File: src/rtl/frog_collision.sv
// Frog/car collision scanner.
// On a start request the frog position is latched and the cars of the frog's
// lane are scanned one per cycle through an external car-position mux
// (sel_lane/sel_car -> car_x/car_len). The OR of all overlaps is reported
// with a one-cycle done pulse; hit_count saturates at 15.
// Optional build macro: FROG_COLLISION_MARGIN_EN shrinks the frog hitbox by
// HIT_MARGIN pixels on each side.
module frog_collision #(
    parameter int unsigned BLOCKSIZE     = 32,
    parameter int unsigned CARS_PER_LANE = 3,
    parameter int unsigned HIT_MARGIN    = 4
) (
    input  logic       clk,
    input  logic       reset,
    input  logic       start,
    input  logic [9:0] frog_x,
    input  logic [2:0] frog_lane,
    output logic [2:0] sel_lane,
    output logic [1:0] sel_car,
    input  logic [9:0] car_x,
    input  logic [9:0] car_len,
    output logic       busy,
    output logic       done,
    output logic       hit,
    output logic [3:0] hit_count
);

    typedef enum logic [1:0] {IDLE, SCAN, REPORT} state_t;

`ifdef FROG_COLLISION_MARGIN_EN
    localparam logic [10:0] LP_FL_OFS = 11'(HIT_MARGIN);
    localparam logic [10:0] LP_FW     = 11'(BLOCKSIZE - 2 * HIT_MARGIN);
`else
    localparam logic [10:0] LP_FL_OFS = 11'd0;
    localparam logic [10:0] LP_FW     = 11'(BLOCKSIZE);
`endif
    localparam logic [1:0] LP_LAST_CAR = 2'(CARS_PER_LANE - 1);
    localparam logic [2:0] LP_LAST_ROAD_LANE = 3'd5;

    state_t     r_state, w_state_d;
    logic [9:0] r_frog_x, w_frog_x_d;
    logic [2:0] r_sel_lane, w_sel_lane_d;
    logic [1:0] r_sel_car, w_sel_car_d;
    logic       r_hit_acc, w_hit_acc_d;
    logic       r_hit, w_hit_d;
    logic       r_done, w_done_d;
    logic [3:0] r_hit_count, w_hit_count_d;

    // Hitbox and car extents, widened to 11 bits so right edges never wrap
    logic [10:0] w_fl, w_fr, w_car_l, w_car_r;
    logic        w_overlap;
    logic        w_acc_now;

    // Overlap of the latched frog hitbox with the currently selected car
    always_comb begin
        w_fl      = {1'b0, r_frog_x} + LP_FL_OFS;
        w_fr      = w_fl + LP_FW;
        w_car_l   = {1'b0, car_x};
        w_car_r   = w_car_l + {1'b0, car_len};
        // Strict compares: touching edges do not collide; zero-length cars never hit
        w_overlap = (car_len != 10'd0) && (w_car_l < w_fr) && (w_fl < w_car_r);
        w_acc_now = r_hit_acc | w_overlap;
    end

    // Next-state and datapath updates for the scan FSM
    always_comb begin
        w_state_d     = r_state;
        w_frog_x_d    = r_frog_x;
        w_sel_lane_d  = r_sel_lane;
        w_sel_car_d   = r_sel_car;
        w_hit_acc_d   = r_hit_acc;
        w_hit_d       = r_hit;
        w_done_d      = 1'b0;
        w_hit_count_d = r_hit_count;
        case (r_state)
            IDLE: begin
                if (start) begin
                    w_frog_x_d   = frog_x;
                    w_sel_lane_d = frog_lane;
                    w_sel_car_d  = 2'd0;
                    w_hit_acc_d  = 1'b0;
                    if (frog_lane <= LP_LAST_ROAD_LANE) begin
                        w_state_d = SCAN;
                    end else begin
                        // Off-road: nothing to scan, report a miss right away
                        w_state_d = REPORT;
                        w_hit_d   = 1'b0;
                        w_done_d  = 1'b1;
                    end
                end
            end
            SCAN: begin
                w_hit_acc_d = w_acc_now;
                if (r_sel_car == LP_LAST_CAR) begin
                    w_state_d   = REPORT;
                    w_sel_car_d = 2'd0;
                    w_hit_d     = w_acc_now;
                    w_done_d    = 1'b1;
                    if (w_acc_now && (r_hit_count != 4'd15)) begin
                        w_hit_count_d = r_hit_count + 4'd1;
                    end
                end else begin
                    w_sel_car_d = r_sel_car + 2'd1;
                end
            end
            REPORT: begin
                w_state_d = IDLE;
            end
            default: begin
                w_state_d = IDLE;
            end
        endcase
    end

    // State register; reset aborts any scan in progress
    always_ff @(posedge clk or posedge reset) begin
        if (reset) begin
            r_state     <= IDLE;
            r_frog_x    <= 10'd0;
            r_sel_lane  <= 3'd0;
            r_sel_car   <= 2'd0;
            r_hit_acc   <= 1'b0;
            r_hit       <= 1'b0;
            r_done      <= 1'b0;
            r_hit_count <= 4'd0;
        end else begin
            r_state     <= w_state_d;
            r_frog_x    <= w_frog_x_d;
            r_sel_lane  <= w_sel_lane_d;
            r_sel_car   <= w_sel_car_d;
            r_hit_acc   <= w_hit_acc_d;
            r_hit       <= w_hit_d;
            r_done      <= w_done_d;
            r_hit_count <= w_hit_count_d;
        end
    end

    assign sel_lane  = r_sel_lane;
    assign sel_car   = r_sel_car;
    assign busy      = (r_state != IDLE);
    assign done      = r_done;
    assign hit       = r_hit;
    assign hit_count = r_hit_count;

endmodule

File: config.mk
export PLATFORM = sky130hd
export DESIGN_NAME = frog_collision
export DESIGN_NICKNAME = d
export VERILOG_FILES = /design/src/rtl/frog_collision.sv
export SDC_FILE = /design/constraint.sdc
export NUM_CORES = 1
export LEC_CHECK = 0
export CORE_MARGIN = 4
export CORE_UTILIZATION = 32
export CTS_CLUSTER_DIAMETER = 30
export CTS_CLUSTER_SIZE = 28
export DETAILED_ROUTE_END_ITERATION = 16
export PLACE_DENSITY = 0.66
export REMOVE_ABC_BUFFERS = 1
export SYNTH_ARGS = -nofsm -noshare
export SYNTH_HDL_FRONTEND = slang
export SYNTH_SLANG_ARGS = --single-unit
File: constraint.sdc
create_clock -name clk -period 4.5 [get_ports clk]
set_clock_uncertainty 0.1 [all_clocks]
set_input_delay 1.35 -clock clk [delete_from_list [all_inputs] [get_ports clk]]
set_output_delay 1.35 -clock clk [all_outputs]
set_load 0.02 [all_outputs]
Yosys cells after proc, flatten, opt, wreduce, memory -nomap -nowiden
Cells that the tools add are included.
{"block": "op_classes", "addsub": 4, "order_cmp": 3, "n_eq_ne": 6, "n_mux": 17, "n_bitwise": 1, "reduce_logical": 12}
{"operator": "$lt A10 B11 Y1", "n": 2}
{"operator": "$add A10 B10 Y11", "n": 1}
{"operator": "$add A10 B6 Y11 const B", "n": 1}
{"operator": "$mux W2", "n": 5}
{"operator": "$reduce_bool A10 Y1", "n": 1}
{"operator": "$pmux W2 S2", "n": 2}
{"operator": "$mux W1", "n": 7}
{"operator": "$ne A2 B2 Y1 const B", "n": 3}
{"operator": "$pmux W1 S2", "n": 3}
{"operator": "$reduce_and A2 Y1", "n": 3}
{"operator": "$add A4 B1 Y4 const B", "n": 1}
{"operator": "$ne A4 B4 Y1 const B", "n": 1}
{"operator": "$reduce_and A4 Y1", "n": 1}
{"operator": "$reduce_bool A2 Y1", "n": 2}
{"operator": "$le A3 B3 Y1 const B", "n": 1}
{"operator": "$logic_and A1 B1 Y1", "n": 3}
{"operator": "$reduce_and A3 Y1", "n": 1}
{"operator": "$add A2 B1 Y2 const B", "n": 1}
{"operator": "$eq A2 B1 Y1 const B", "n": 1}
{"operator": "$eq A2 B2 Y1 const B", "n": 1}
{"operator": "$logic_not A2 Y1", "n": 1}
{"operator": "$or A1 B1 Y1", "n": 1}
{"block": "totals", "register_bits": 24}

Depth between registers and ports, before layout
{"block": "logic_depth", "ltp_word": 7, "depth_mapped": 16}

Least setup slack after synthesis
OpenSTA, ideal clock, no wires.
{"block": "synth_path", "path_type": "input to register", "from": "in car_x[0]", "to": "reg r_hit_count[1], in the netlist hit_count[1]", "setup_ns": 0.125, "t_arrival_ns": 4.395, "path_slack_ns": -0.121, "stages": 16, "path_cell_list": "ha_1 fa_1 a211oi_2 nor2_1 o221ai_2 or2b_1 a21oi_1 xor2_1 ha_1 a21o_1 a211oi_1 o211ai_1 o211ai_2 a31oi_4 nor2_2 mux2_4"}
{"block": "synth_via", "elab_chain_len": 6}
{"item": "start, declared", "line_no": "20", "source": "input logic [9:0] car_x,"}
{"item": "$add A10 B10 Y11 or $lt A10 B11 Y1 (tied branches)", "line_no": "59, 61"}
{"item": "$lt A10 B11 Y1 or $logic_and A1 B1 Y1 (tied branches)", "line_no": "61", "source": "w_overlap = (car_len != 10'd0) && (w_car_l < w_fr) && (w_fl < w_car_r);"}
{"item": "$logic_and A1 B1 Y1 *", "line_no": "61"}
{"item": "$or A1 B1 Y1 *", "line_no": "62", "source": "w_acc_now = r_hit_acc | w_overlap;"}
{"item": "$logic_and A1 B1 Y1 *", "line_no": "99", "source": "if (w_acc_now && (r_hit_count != 4'd15)) begin"}
{"item": "$reduce_and A3 Y1 (no line) *"}
{"item": "end signal, assigned", "line_no": "134", "source": "r_hit_count <= w_hit_count_d;"}
{"item": "end, declared", "line_no": "47", "source": "logic [3:0] r_hit_count, w_hit_count_d;"}
Every way passes the cells marked *; elsewhere a longest branch is shown, timed or not.
A chain may end at the register's enable or synchronous reset.

Worst setup path after layout
{"block": "layout_path", "from": "in car_len[0]", "to": "reg r_hit_count[1], in the netlist hit_count[1]"}
{"block": "layout_via", "elab_chain_len": 6}
{"item": "start, declared", "line_no": "21", "source": "input logic [9:0] car_len,"}
{"item": "$add A10 B10 Y11 or $reduce_bool A10 Y1 (tied branches)", "line_no": "59, 61"}
{"item": "$lt A10 B11 Y1 or $logic_and A1 B1 Y1 (tied branches)", "line_no": "61"}
{"item": "$logic_and A1 B1 Y1 *", "line_no": "61"}
{"item": "$or A1 B1 Y1 *", "line_no": "62"}
{"item": "$logic_and A1 B1 Y1 *", "line_no": "99"}
{"item": "$reduce_and A3 Y1 (no line) *"}
Marks and branches as above.

==> metrics <==
final core occ=~49%; max_slew headroom=roughly two fifths; # setup viols final=0; Worst R2R End=hit_count[1]$_DFFE_PP0P_; worst-path maximum fanout=4; Max Cap Viol=0; TritonCTS clock tree=yes; ant diodes=0; wirelength, routed=between 4 and 5 mm; worst path required time=4.54 ns; pwr/cell area=about 510 mW/mm^2; Max Slew Vio Count=0; static leakage=roughly 1.2 nW; DRC viols=0; initial antenna violation count=0; CP arrival=about 4.5 ns; Yosys warnings=0; GPL Wtd Cong=around 0.80; vias in the first global route=1765; Worst IR Drop VDD=roughly 0.31 mV; Post-Syn Area=~0.0019 sq mm; post-DR wirelength/cell=~14 um; Int Power=roughly 0.82 mW; die width=84.4 um; first-pass GRT wire length=between 7 and 8 mm; Seq/Total Area, Yosys=between 30% and 40%; CTS root buffer=clkbuf_8; Max clock buf depth=2; Worst setup EP type=flop; Synth top area share=about 32%; clk_lat worst skew=0.26 ns; GRT Overall Usage=13.0%; initial core utilization=33.5%; Worst Reg-to-Reg Cells=10; Port Buffers=47; fin crit period=~4.4 ns; Crit path max-delay family=compound AO/OA/AOI/OAI gates; worst path bufs/invs=1; CTS clock-pin slew for the worst setup and hold paths=0.07 ns; hold-critical path depth=1; top post-synthesis cells by area=dfrtp_1, ha_1, mux2_2, xor2_1, nand2_1; Die ar.=between 0.007 and 0.008 sq mm; crit path kind=input port to flop; Placed Cells=320; r2r setup slk=1.98 ns; fmax=227 MHz; 1st-iter DRT viols=between 80 and 90; Slew @ Worst Pin=0.890 ns; P&R area growth vs syn=45.3%; post-synth top area cell=dfrtp_1; Final nets=approximately 320; Post-Syn Area per Cell=~10 sq um; largest net degree at the start of global routing=25; commonest non-fill, non-tap cell in the layout=clkdlybuf4s50_1; RSZ-0062 raised after global routing=true; Chip Height=approximately 84 um; DR vias/cell=5.00; switching power=about 0.55 mW; Critical Path Start Type=input port; num rows=27; Sink Count=24; Critical-path top delay cell=fa_2; HPWL Detailed=roughly 3.6 mm; most frequent cells in the layout=clkdlybuf4s50_1, ha_1, dfrtp_1; GRT Residual Overflow=0; Placed Area=0.00255 sq mm; Clk pwr share=about 9%; Hold Vio Cnt, Final=0; Critical R2R Launch=r_frog_x[5]$_DFFE_PP0P_; Seq cells post-synth=24; drt pass-1 iters=3; pre-CTS WS=-0.826 ns; HP Start=sel_lane[0]$_DFFE_PP0P_; final clock period utilization by the worst path=98.0%; Min-Delay Path Class=flop to flop; Yosys cell types=between 40 and 50; DR vias=~1.6k; Mapped Cells=roughly 190; Comb power frac=approximately three fifths; critical path's largest stage delay=0.36 ns; sequential share of power=30.1%; Critical Path, Cell by Cell=buf_8 > ha_4 > fa_2 > a211oi_2 > nor2_2 > o221ai_2 > or2b_1 > a21oi_2 > xor2_1 > ha_1 > a21o_1 > a211oi_2 > o211ai_1 > o211ai_2 > a31oi_4 > nor2_2 > mux2_4; setup ws final=around 0.09 ns; Detail Route Antenna Nets=0; hold path endpoint=sel_lane[0]$_DFFE_PP0P_; final instance area=~0.0027 sq mm; Final Power=between 1 and 1.5 mW; share of cells above drive strength 1=between 20% and 30%; final std cells w/o fill=about 330; H-tree depth=1; core box area=around 0.0056 sq mm; status=completed; CTS Buf Count=3; switching part of the total=40.5%; Ports=between 40 and 50
routing by layer:
metal	share of wire, %	GRT usage [%]	wire, um
met3	5.6	2.94	247
met5	0	0	0
met4	0.61	2.59	27
met1	47	16.8	2070
met2	47	22.2	2100
registers in the layout (all words and copies together) (netlist names):
name       flops
hit            1
hit_count      4
sel_car        2
sel_lane       3
r_frog_x      10
r_state        2
done           1
r_hit_acc      1
power by group through the flow:
| stage | logic, mW | registers (mW) | clock network (mW) |
|---|---|---|---|
| floorplan | 0.498 | 0.446 | 0 |
| global placement | 0.793 | 0.414 | 0 |
| detailed placement | 0.810 | 0.415 | 0 |
| CTS | 0.845 | 0.413 | 0.126 |
| global route | 0.938 | 0.430 | 0.135 |
| finish | 0.838 | 0.413 | 0.120 |
final cells by class:
cell class	count	area (sq um)
clock buffer	3	41.3
timing repair buffer	68	626
inverter	10	37.5
tap	72	90.1
multi-input combinational	149	1320
sequential	24	601
fill	553	2860
synthesized netlist by cell type, drive strengths merged:
cell type,instances
ha,30
dfrtp,24
nand2,14
mux2,11
nor2,11
xor2,11
inv,10
o21ai,10
a21oi,9
a21o,7
nand3,6
a31oi,3
nand2b,3
a211o,2
a211oi,2
a31o,2
nor2b,2
nor3,2
nor4,2
o2111ai,2
o211ai,2
o21a,2
o31ai,2
or2,2
xnor2,2
a22o,1
a32o,1
a41oi,1
and3,1
buf,1
clkbuf,1
fa,1
nor3b,1
o221ai,1
o22ai,1
or2b,1
or3,1
repair_timing:
action,in CTS,in global routing
endpoints found under the hold margin,0,0
hold buffers,0,0
setup buffers,3,0
setup endpoints to repair,6,4
resized for setup,35,12
pin swaps,17,8
kinds of logic (layout without fill, tap and decap cells):
group / after synthesis / in the layout / share of synthesized area, %
fa+ha+maj: 31 / 31 / 21.2
flops: 24 / 24 / 32.2
simple gates: 46 / 46 / 12.1
buf+inv: 12 / 81 / 2.48
xor+xnor: 13 / 13 / 6.10
mux: 11 / 11 / 6.84
compound gates: 48 / 48 / 19.2
worst max path at each step:
stage / depth (start not counted) / slack, ns / endpoint / startpoint
finish: 17 / 0.09 / hit_count[1]$_DFFE_PP0P_ / car_len[0]
global route: 17 / -0.07 / hit_count[1]$_DFFE_PP0P_ / car_len[0]
CTS: 17 / 0.0002 / hit_count[1]$_DFFE_PP0P_ / car_len[0]
detailed placement: 17 / -0.83 / hit_count[1]$_DFFE_PP0P_ / car_len[0]
global placement: 17 / -0.66 / hit_count[1]$_DFFE_PP0P_ / car_len[0]
floorplan: 16 / -0.12 / hit_count[1]$_DFFE_PP0P_ / car_x[0]
metrics by stage:
stage	hold WS [ns]	TNS (ns)
6_report	0.411	0
5_1_grt	0.440	-0.111
3_5_place_dp	0.400	-3.93
3_3_place_gp	0.389	-2.89
4_1_cts	0.418	0
2_1_floorplan	0.396	-0.121
Note: power is estimated with default switching activity, not from simulation.
==> variant 1 (same flow settings) <==
Add an input register stage for `start`, `frog_x`, `frog_lane`, `car_x` and `car_len`, without a reset; this delays them by one clock.
--- a/src/rtl/frog_collision.sv
+++ b/src/rtl/frog_collision.sv
@@ -39,2 +39,16 @@
 
+    logic start_q;
+    logic [9:0] frog_x_q;
+    logic [2:0] frog_lane_q;
+    logic [9:0] car_x_q;
+    logic [9:0] car_len_q;
+
+    always_ff @(posedge clk) begin
+        start_q     <= start;
+        frog_x_q    <= frog_x;
+        frog_lane_q <= frog_lane;
+        car_x_q     <= car_x;
+        car_len_q   <= car_len;
+    end
+
     state_t     r_state, w_state_d;
@@ -57,6 +71,6 @@
         w_fr      = w_fl + LP_FW;
-        w_car_l   = {1'b0, car_x};
-        w_car_r   = w_car_l + {1'b0, car_len};
+        w_car_l   = {1'b0, car_x_q};
+        w_car_r   = w_car_l + {1'b0, car_len_q};
         // Strict compares: touching edges do not collide; zero-length cars never hit
-        w_overlap = (car_len != 10'd0) && (w_car_l < w_fr) && (w_fl < w_car_r);
+        w_overlap = (car_len_q != 10'd0) && (w_car_l < w_fr) && (w_fl < w_car_r);
         w_acc_now = r_hit_acc | w_overlap;
@@ -76,8 +90,8 @@
             IDLE: begin
-                if (start) begin
-                    w_frog_x_d   = frog_x;
-                    w_sel_lane_d = frog_lane;
+                if (start_q) begin
+                    w_frog_x_d   = frog_x_q;
+                    w_sel_lane_d = frog_lane_q;
                     w_sel_car_d  = 2'd0;
                     w_hit_acc_d  = 1'b0;
-                    if (frog_lane <= LP_LAST_ROAD_LANE) begin
+                    if (frog_lane_q <= LP_LAST_ROAD_LANE) begin
                         w_state_d = SCAN;
Function: changed (a bounded check fails within 4 cycles, from zero or initial values and one cycle with reset high).
==> variant 1 against the original RTL <==
Sequential cell count increased by 34; total power increased by 57%; non-clock buffer count decreased by 21; area after synthesis increased by 40%; critical path type is now reg2reg; highest routed layer unchanged; routed wire length increased by 20%; cell area increased by 27%; setup slack improved by 790 ps; synthesized cell count increased by 23%; hold slack got worse by 88 ps.
==> variant 1: results (changes against the original RTL) <==
[logic_synthesis]
yosysWarnings=0  ; unchanged
synth.distinct_cells=49  ; +4.3%
synthTopCellsByArea=dfxtp_1, dfrtp_1, ha_1
seq_area_frac_synth_pct=48.9  ; +17 points
synthCells=228  ; +23%
async_reset_ff_share_pct=41.4  ; -59 points
ys.flop_type=dfxtp_1
synth_common_cells=dfxtp_1, ha_1, dfrtp_1, a21oi_1, nor2_1

[hold_path]
hold_path.class=reg2reg
hold_depth=2  ; +1

[routing]
drt-wirelength-per-cell_um=13.7  ; +0.41%
drt-total-wl_um=5360  ; +20%
drt_iter0_drc=66  ; -26%
vias=1839  ; +13%
first_pass_iters=4  ; +1

[pwr]
pwr-share-clk_pct=27.4  ; +19 points
pg_comb_w=0.000815  ; -2.7%
netSwitchingFraction_pct=34.3  ; -6.2 points
max-vdd-ir-drop_v=0.000413  ; +33%
p_comb_share_pct=38.0  ; -23 points
p_leak_nw=1.49  ; +20%

[clock_network]
clk_pin_slew_ps=70  ; about the same
cts_buffers=9  ; +6
worstSkewPairLatency_ps=330  ; +70 ps
cts_max_path_buffers=2  ; unchanged
post_cts_buffers=0  ; -3
cts-resized-gates=0  ; -100%
ctsRootBufferMaster=clkbuf_8
htree_levels=3  ; +2

[setup_path]
r2r_cells=14  ; +4
cp_max_fo=4  ; unchanged
worst_ep_arrival_time_ps=3740  ; -710 ps

[global_route]
grt_pass1_vias=1943  ; +10%
grt_pass1_wl_um=9350  ; +20%
grt_start_max_net_pins=25  ; unchanged
antenna_found_initial=0  ; unchanged
grt_use_total_pct=12.3  ; -0.64 points

[place]
dp_slack_ps=865  ; +1690 ps
place_area_um2=3210  ; +26%
io_buffers=47  ; unchanged
gp_congestion=0.774  ; -3.3%
dp.cells=375  ; +17%
detailed_place_hpwl_um=4100  ; +15%

[cells_and_area]
num_antenna_cells=0  ; unchanged
fin_nets=351  ; +8.7%
drive_above_1_share_pct=9.00  ; -16 points

[run_status]
status=complete, no violations

[sta]
timing.slew.headroom_pct=38.8  ; -1.9 points

==> variant 1: cell types whose count changed after synthesis, moves of 3 or more <==
cell	before	now
dfxtp_1	0	34
mux2_1	0	9
mux2_2	10	1
nand4_1	0	7
xnor2_1	2	9
xor2_1	11	4
o21ai_0	9	3
nand2_1	14	9
o21ai_1	1	6
a21oi_1	8	11
nand3_1	6	9
==> variant 1: cell type report <==
class                           instances  area, um^2
Clock inverter                          4        98.8
Tap cell                              102         128
Fill cell                             761        4400
Sequential cell                        58        1280
Multi-Input combinational cell        157        1290
Inverter                               11        41.3
Timing Repair Buffer                   47         470
Clock buffer                           12         145
==> variant 1: worst paths after layout <==
kind                         startpoint           end  slack (ps)
setup / recovery           car_len_q[1]  hit_count[1]         880
hold / removal              frog_x_q[4]   r_frog_x[4]         320
setup reg to reg           car_len_q[1]  hit_count[1]         880
hold reg to reg             frog_x_q[4]   r_frog_x[4]         320
max in group asynchronous         reset   r_frog_x[7]        2320
min in group asynchronous         reset   r_frog_x[1]        1420
==> variant 1: routing by layer <==
metal	share of wire, %	global-route usage, %	vias up
met2	45	19.2	41
met1	47	15.1	842
met3	5.9	5.87	10
met5	0	0	-
met4	2.0	4.10	0
li1	-	-	946
==> variant 1: kinds of logic after synthesis <==
logic type / share of synthesized area (%)
AO/OA/AOI/OAI: 13.6
XOR/XNOR: 4.35
adder cells (fa/ha/maj): 15.1
buffers and inverters: 1.96
flip-flops: 48.9
multiplexers: 4.87
AND/OR/NAND/NOR: 11.2
==> variant 1: critical path, stage by stage, from the launching register on <==
cell	delay (ps)
dfxtp_1	390
ha_1	260
a21o_1	160
a21oi_1	230
o21ai_1	130
o41a_1	370
nor4_1	180
a311oi_1	90
ha_1	220
or3_1	330
a221oi_2	200
o21ai_2	110
a41oi_4	300
nand3_4	110
mux2_4	300
==> variant 2 (same flow settings) <==
Made on the original files. Change the parameter `BLOCKSIZE` from 32 to 24.
--- a/src/rtl/frog_collision.sv
+++ b/src/rtl/frog_collision.sv
@@ -8,3 +8,3 @@
 module frog_collision #(
-    parameter int unsigned BLOCKSIZE     = 32,
+    parameter int unsigned BLOCKSIZE     = 24,
     parameter int unsigned CARS_PER_LANE = 3,
Behaviour: not the same (Yosys sat finds a counterexample within 10 cycles, from zero or initial values and one cycle with reset high).
==> variant 2 against the original RTL <==
Total power up 12%; setup slack better by 58 ps; fmax up 1.3%; sequential cell count did not move; cell area grew 15%; sequential power grew 2%; routed wire length up 20%; hold slack worse by 20 ps; final cell count rose by 13%; area after synthesis is 6.0% higher; global-route usage up 1.0 points; die area grew 5.5%; critical path type unchanged; highest routed layer unchanged.
==> variant 2: results (changes against the original RTL) <==
[clock_network]
ctsRootBufferMaster=clkbuf_8
worstSkewPairLatency_ps=270
cts_max_path_buffers=2  ; unchanged
post_cts_buffers=5  ; +2
cts-resized-gates=21  ; -40%
clk_pin_slew_ps=90  ; +20 ps
htree_levels=1  ; unchanged

[routing]
drt-total-wl_um=5340  ; +20%
ant_nets=0  ; unchanged
drt_iter0_drc=52  ; -42%
vias=1860  ; +14%
first_pass_iters=4  ; +1

[place]
io_buffers=47  ; unchanged
detailed_place_hpwl_um=4080  ; +14%
gp_congestion=0.877  ; +9.7%
place_area_um2=2810  ; +10%

[setup_path]
cp_max_fo=3  ; -1
startpoint=car_x[2]
crit_path_top_delay_cell=a2111oi_4
worst_ep_arrival_time_ps=4410  ; -40 ps
r2r-start=r_frog_x[3]
max_stage_delay_ps=370

[hold_path]
hold_path.class=reg2reg
hp-start=r_state[1]

[sta]
worst_pin_slew_ps=935  ; +44.9 ps

[logic_synthesis]
synth_common_cells=ha_1, dfrtp_1, inv_1, a21oi_1
seq_area_frac_synth_pct=30.3  ; -1.8 points
async_reset_ff_share_pct=100  ; unchanged
synth.distinct_cells=45  ; -4.3%
synthTopCellsByArea=dfrtp_1, ha_1, mux2_2
yosysWarnings=0  ; unchanged

[global_route]
met2_usage_pct=24.1  ; +1.8 points
grt_use_total_pct=14.0  ; +1.0 points
grt_start_max_net_pins=25  ; unchanged
met3_usage_pct=1.90  ; -1.0 points
use_met1_pct=18.7  ; +1.8 points
grt_pass1_vias=1903  ; +7.8%
grt_pass1_wl_um=8480  ; +8.5%

[pwr]
p_comb_share_pct=60.1  ; -1.0 points
p_leak_nw=1.43  ; +16%
max-vdd-ir-drop_v=0.000288  ; -7.4%
p_sw_w=0.000620  ; +12%
pwr-share-seq_pct=27.5  ; -2.6 points

[cells_and_area]
fin_nets=362  ; +12%
largest_reg_flops=10  ; unchanged
num_antenna_cells=0  ; unchanged
largest-register=r_frog_x
drive_above_1_share_pct=31.6  ; +6.8 points

[run_status]
status=complete, no violations

-- variant 2: per-layer routing --
metal | share of wire (%) | wire [um]
met1 | 46 | 2480
met2 | 48 | 2550
met3 | 5.1 | 272
met4 | 0.86 | 46
met5 | 0 | 0
-- variant 2: kinds of logic after synthesis --
group / Yosys count / share of synthesized area (%)
mux: 12 / 7.02
xor+xnor: 14 / 6.19
compound gates: 53 / 19.7
simple gates: 52 / 13.8
flops: 24 / 30.3
fa+ha+maj: 31 / 20.0
buf+inv: 15 / 2.91
-- variant 2: final timing paths --
| check | slack (ps) | depth (start not counted) | end |
|---|---|---|---|
| worst min-delay path | 390 | 1 | r_state[0] |
| worst max-delay path | 150 | 14 | hit_count[2] |
| worst min register to register | 390 | 1 | r_state[0] |
| min in group asynchronous | 1480 | 2 | sel_lane[1] |
| max in group asynchronous | 2240 | 2 | r_frog_x[9] |
| worst max register to register | 1450 | 11 | hit_count[2] |
-- variant 2: metrics by stage --
stage               worst slack [ps]  utilization, %  cells  total power [W]  setup TNS, ps
finish                           148            52.2    369          0.00153              0
global route                   -44.8            52.2    369          0.00167          -44.8
CTS                             18.8            49.9    366          0.00152              0
detailed placement              -741            47.2    358          0.00130          -3670
global placement                -637            47.2    358          0.00127          -3270
floorplan                       -141               -    200         0.000985           -276
-- variant 2: area by class of cell --
cell class                 instances  area, um^2
fill                             568        2850
multi-input combinational        162        1480
timing repair buffer              90         810
sequential                        24         601
tap                               75        93.8
inverter                          14        52.6
clock buffer                       3        41.3
clock inverter                     1        30.0
-- variant 2: worst max-delay path: cells and delay by family --
kind / cells / cell delay [ps]
compound gates: 8 / 1670
fa+ha+maj: 2 / 570
buf+inv: 1 / 270
mux: 1 / 320
simple gates: 2 / 230
